`src/rtl/cordic_pkg.sv`:
```
// Shared types and constants for the CORDIC result drain.
// Gain compensation helper is used when CORDIC_GAIN_COMP_EN is defined.
package cordic_pkg;

  localparam int CORDIC_DATA_W = 24;
  localparam int K_Q15 = 19898;

  typedef struct packed {
    logic [CORDIC_DATA_W-1:0] x;
    logic [CORDIC_DATA_W-1:0] y;
    logic [CORDIC_DATA_W-1:0] angle;
    logic [CORDIC_DATA_W-1:0] err;
  } cordic_result_t;

  // v * 0.60725 in Q15, arithmetic shift floors toward -inf
  function automatic logic [CORDIC_DATA_W-1:0] gain_comp(
    input logic [CORDIC_DATA_W-1:0] v
  );
    logic signed [16:0] k;
    logic signed [CORDIC_DATA_W+16:0] p;
    k = 17'(K_Q15);
    p = $signed(v) * k;
    p = p >>> 15;
    return p[CORDIC_DATA_W-1:0];
  endfunction

endpackage

```
`src/rtl/cordic_result_fifo.sv`:
```
// Synchronous show-ahead FIFO of cordic_result_t.
// Storage is not reset; pointers and count are.
module cordic_result_fifo
  import cordic_pkg::*;
#(
  parameter int DEPTH = 4,
  localparam int AW = $clog2(DEPTH)
) (
  input  logic           clk,
  input  logic           rst,
  input  logic           push_i,
  input  cordic_result_t wdata_i,
  input  logic           pop_i,
  output cordic_result_t rdata_o,
  output logic [AW:0]    count_o,
  output logic           full_o,
  output logic           empty_o
);

  cordic_result_t mem_q [DEPTH];
  logic [AW-1:0] wr_ptr_q, wr_ptr_d;
  logic [AW-1:0] rd_ptr_q, rd_ptr_d;
  logic [AW:0]   count_q, count_d;
  logic          push_ok, pop_ok;

  assign full_o  = (count_q == (AW+1)'(DEPTH));
  assign empty_o = (count_q == '0);
  assign push_ok = push_i & ~full_o;
  assign pop_ok  = pop_i & ~empty_o;
  assign rdata_o = mem_q[rd_ptr_q];
  assign count_o = count_q;

  always_comb begin
    wr_ptr_d = wr_ptr_q + AW'(push_ok);
    rd_ptr_d = rd_ptr_q + AW'(pop_ok);
    count_d  = count_q;
    unique case ({push_ok, pop_ok})
      2'b10:   count_d = count_q + 1'b1;
      2'b01:   count_d = count_q - 1'b1;
      default: count_d = count_q;
    endcase
  end

  always_ff @(posedge clk) begin
    if (rst) begin
      wr_ptr_q <= '0;
      rd_ptr_q <= '0;
      count_q  <= '0;
    end else begin
      wr_ptr_q <= wr_ptr_d;
      rd_ptr_q <= rd_ptr_d;
      count_q  <= count_d;
    end
  end

  always_ff @(posedge clk) begin
    if (push_ok) mem_q[wr_ptr_q] <= wdata_i;
  end

endmodule

```
`src/rtl/cordic_result_sink.sv`:
```
// Drain end of the CORDIC pipeline: error subtract, FIFO, reg_en stall.
// Define CORDIC_GAIN_COMP_EN to add the x/y gain-compensation stage.
module cordic_result_sink
  import cordic_pkg::*;
#(
  parameter int DATA_W = CORDIC_DATA_W,
  parameter int DEPTH  = 4,
  localparam int CW = $clog2(DEPTH) + 1
) (
  input  logic              clk,
  input  logic              rst,
  input  logic              pipe_valid,
  input  logic [DATA_W-1:0] pipe_x,
  input  logic [DATA_W-1:0] pipe_y,
  input  logic [DATA_W-1:0] pipe_angle,
  input  logic [DATA_W-1:0] pipe_target_angle,
  output logic              reg_en,
  output logic              out_valid,
  input  logic              out_ready,
  output logic [DATA_W-1:0] out_x,
  output logic [DATA_W-1:0] out_y,
  output logic [DATA_W-1:0] out_angle,
  output logic [DATA_W-1:0] out_err,
  output logic [CW-1:0]     fifo_count
);

  cordic_result_t pipe_res, wr_res, rd_res;
  logic           push, pop, full, empty;
  logic           inflight;
  logic [CW:0]    occ;

  always_comb begin
    pipe_res       = '0;
    pipe_res.x     = pipe_x;
    pipe_res.y     = pipe_y;
    pipe_res.angle = pipe_angle;
    pipe_res.err   = pipe_target_angle - pipe_angle;
  end

`ifdef CORDIC_GAIN_COMP_EN
  cordic_result_t comp_q, comp_d;
  logic           comp_valid_q;

  always_comb begin
    comp_d   = pipe_res;
    comp_d.x = gain_comp(pipe_res.x);
    comp_d.y = gain_comp(pipe_res.y);
  end

  // Stage moves only with the rest of the pipeline
  always_ff @(posedge clk) begin
    if (rst) begin
      comp_valid_q <= 1'b0;
      comp_q       <= '0;
    end else if (reg_en) begin
      comp_valid_q <= pipe_valid;
      comp_q       <= comp_d;
    end
  end

  assign inflight = comp_valid_q;
  assign wr_res   = comp_q;
  assign push     = reg_en & comp_valid_q;
`else
  assign inflight = 1'b0;
  assign wr_res   = pipe_res;
  assign push     = reg_en & pipe_valid;
`endif

  // Registered state only: no path from out_ready
  assign occ    = {1'b0, fifo_count} + (CW+1)'(inflight);
  assign reg_en = ~full & (occ < (CW+1)'(DEPTH));

  assign out_valid = ~empty;
  assign pop       = out_valid & out_ready;
  assign out_x     = rd_res.x;
  assign out_y     = rd_res.y;
  assign out_angle = rd_res.angle;
  assign out_err   = rd_res.err;

  cordic_result_fifo #(
    .DEPTH (DEPTH)
  ) u_fifo (
    .clk     (clk),
    .rst     (rst),
    .push_i  (push),
    .wdata_i (wr_res),
    .pop_i   (pop),
    .rdata_o (rd_res),
    .count_o (fifo_count),
    .full_o  (full),
    .empty_o (empty)
  );

endmodule

```
`config.mk`:
```
export PLATFORM = sky130hd
export DESIGN_NAME = cordic_result_sink
export DESIGN_NICKNAME = d
export VERILOG_FILES = /design/src/rtl/cordic_pkg.sv /design/src/rtl/cordic_result_fifo.sv /design/src/rtl/cordic_result_sink.sv
export SDC_FILE = /design/constraint.sdc
export NUM_CORES = 1
export LEC_CHECK = 0
export ABC_CLOCK_PERIOD_IN_PS = 29900
export CORE_UTILIZATION = 55
export CTS_BUF_LIST = sky130_fd_sc_hd__clkbuf_16
export CTS_CLUSTER_SIZE = 40
export DETAILED_ROUTE_END_ITERATION = 8
export PLACE_DENSITY = 0.79
export SYNTH_ARGS = -nofsm -noshare
export SYNTH_HDL_FRONTEND = slang
export SYNTH_HIERARCHICAL = 1
export SYNTH_SLANG_ARGS = --single-unit
```
`constraint.sdc`:
```
create_clock -name clk -period 29.9 [get_ports clk]
set_input_delay 5.98 -clock clk [delete_from_list [all_inputs] [get_ports clk]]
set_output_delay 5.98 -clock clk [all_outputs]
set_load 0.02 [all_outputs]
```
==> impl_metrics.csv <==
group,metric,value,unit
worst_hold_path,hp-class,"register to register",
power_and_ir_drop,switchingPower,0.000447,W
clock_network,numCtsBuffers,39,
logic_synthesis,syn-cell-area,15500,sq um
global_route,antenna_found_initial,1,
clock_network,htree_num_levels,2,
finish,diodes,0,
finish,fin_cells,1375,
finish,area_delta_synth_final,23.7,%
setup_path,worst_setup_path_end_kind,"primary output",
global_route,overflow,0,
floorplan,die_y,170,um
floorplan,die_w,170,um
placement,gp_congestion,0.816,
floorplan,start_util,0.559,
clock_network,clk_latency,520,ps
finish,drive_gt1_frac,0.171,
floorplan,io_pins,201,
drt,antenna_left,0,
power_and_ir_drop,vdd_drop_max,0.0520,mV
clock_network,clockRootBuffer,"clkbuf_16",
sta,setup_viol,0,
clock_network,cts_tree,"yes",
sta,holdWs,579,ps
drt,vias,7749,
placement,hpwl,18400,um
logic_synthesis,synth-seq-area-share,0.751,
setup_path,rrSetupSlack,26620,ps
power_and_ir_drop,power_frac_clock,0.289,
logic_synthesis,synth_top_area_cell,"edfxtp_1",
power_and_ir_drop,comb_power_share,0.261,
drt,dr.pass1.iters,5,
clock_network,cts_setup_buffers,0,
global_route,grt_pass1_wl,45000,um
power_and_ir_drop,p_int,0.00120,W
sta,final_hold_viol_count,0,
logic_synthesis,yosys_warnings,6,
logic_synthesis,ys_types,48,
drt,drt_wl_total,29500,um
floorplan,dieArea,28900,sq um
sta,drv_slew,0,
logic_synthesis,synth_area_per_cell,21.0,sq um
drt,drc,0,
sta,tns,0,ps
logic_synthesis,async_reset_ff_frac,0,
floorplan,coreArea,27800,sq um
logic_synthesis,synth.top_cell.area_share,0.742,
placement,numPortBuffers,200,
sta,slew_headroom,0.292,
finish,final_cell_mix,"384 x edfxtp_1, 200 x clkdlybuf4s50_1, 96 x mux4_2, 47 x inv_1, 40 x clkbuf_16",
sta,clock.fmax,103,MHz
clock_network,cts.path.max_buffers,3,
sta,rsz0062_at_grt,"false",
setup_path,start_kind,"register",
job,drv_cap,0,
clock_network,cts_resized,0,
setup_path,cp.required,23920,ps
setup_path,crit_arrival,3710,ps
logic_synthesis,synth-seq-cells,391,
finish,mostFrequentLayoutCell,"edfxtp_1",
power_and_ir_drop,p_seq_frac,0.450,
power_and_ir_drop,swShare,0.271,
global_route,grt_max_degree,67,
drt,drtIter0Drc,449,
logic_synthesis,synthesis.nets,867,
drt,wl_per_cell,21.5,um
setup_path,path_class,"register to primary output",
logic_synthesis,synth_enable_flop_cells,384,
placement,place_inst,1303,
clock_network,clkTransAtPathRegs,60,ps
sta,tightestPinTransition,1060,ps
global_route,grtUsageTotal,0.208,
setup_path,cp_max_fo,51,
logic_synthesis,synth_area_leaders,"edfxtp_1 74%, mux4_2 14%, ha_1 2.1%, dfxtp_1 0.90%, xnor2_1 0.90%",
power_and_ir_drop,leakagePower,6.37,nW
global_route,grt_pass1_vias,8081,
finish,final_net_count,1094,
clock_network,cts_sinks,391,
finish,nFillCells,1779,
sta,skew,12.7,ps
sta,fin_crit,9690,ps
clock_network,post_cts_hold_buffer_count,0,
outcome,status,"finished, final reports clean",
logic_synthesis,syn_inst,739,
sta,post-route-period-util,0.324,
power_and_ir_drop,power_density,85.8,nW/um^2
floorplan,row_count,61,
drt,vias_per_cell,5.64,
logic_synthesis,ys.flop_type,"edfxtp_1",
==> worst max-delay path, cell delays in order (launching register included) <==
cell,delay (ps)
dfxtp_4,1060
buf_4,850
mux4_2,630
clkdlybuf4s50_1,560
==> registers in the layout, indices dropped and copies added, names as in the netlist <==
signal	cells
u_fifo/count_o	3
u_fifo/mem_q	384
u_fifo/rd_ptr_q	2
u_fifo/wr_ptr_q	2
==> power by group through the flow <==
stage	clock network [W]	registers (W)	logic, W
2_1_floorplan	0	0.000752	0.000270
3_3_place_gp	0	0.000751	0.000431
3_5_place_dp	0	0.000755	0.000435
4_1_cts	0.000487	0.000745	0.000438
5_1_grt	0.000506	0.000751	0.000458
6_report	0.000477	0.000742	0.000430
==> layer usage <==
layer	up-vias	track usage	share of wire
met5	-	0	0.00044
met4	2	0.0541	0.017
met3	48	0.0537	0.070
met2	240	0.349	0.50
met1	3969	0.273	0.41
li1	3490	-	-
==> logic make-up after synthesis <==
group,Yosys count,synth area share
buf+inv,57,0.0193
mux,97,0.140
flops,391,0.751
compound gates,71,0.0305
fa+ha+maj,28,0.0235
xor+xnor,24,0.0135
simple gates,71,0.0225
==> path summary, 6_finish.rpt <==
path / end / cells after the start / startpoint
setup reg to reg: u_fifo/mem_q[3][79]$_DFFE_PP_ / 6 / u_fifo/count_o[2]$_SDFFE_PP0P_
hold / removal: u_fifo/count_o[2]$_SDFFE_PP0P_ / 2 / u_fifo/count_o[2]$_SDFFE_PP0P_
hold reg to reg: u_fifo/count_o[2]$_SDFFE_PP0P_ / 2 / u_fifo/count_o[2]$_SDFFE_PP0P_
setup / recovery: out_x[20] / 3 / u_fifo/rd_ptr_q[0]$_SDFF_PP0_
==> cell usage after synthesis (all sizes together), types with 4 or more instances <==
cell type,count
nand2b,5
xnor2,16
o21ai,16
edfxtp,384
ha,26
nor3,4
dfxtp,7
and3,4
a21oi,22
nor2,18
inv,34
nor2b,6
clkbuf,5
a21o,10
buf,18
xor2,8
a211oi,4
mux4,96
nand2,19
==> final cells by class <==
type / instances / area, sq um / area share
Sequential cell: 391 / 11700 / 0.607
Multi-Input combinational cell: 291 / 3590 / 0.187
Timing Repair Buffer: 209 / 2070 / 0.108
Clock buffer: 40 / 1000 / 0.0521
Tap cell: 378 / 473 / 0.0246
Clock inverter: 32 / 283 / 0.0147
Inverter: 34 / 128 / 0.00664
==> stage by stage <==
stage / total power [W] / cell area (sq um) / utilization / worst slack, ps
6_report: 0.00165 / 19200 / 0.692 / 20210
3_5_place_dp: 0.00119 / 17900 / 0.646 / 20600
4_1_cts: 0.00167 / 19200 / 0.692 / 20040
3_3_place_gp: 0.00118 / 17900 / 0.646 / 20640
5_1_grt: 0.00171 / 19200 / 0.692 / 19900
2_1_floorplan: 0.00102 / 15500 / - / 15960
Power figures use the tool's default switching activity.
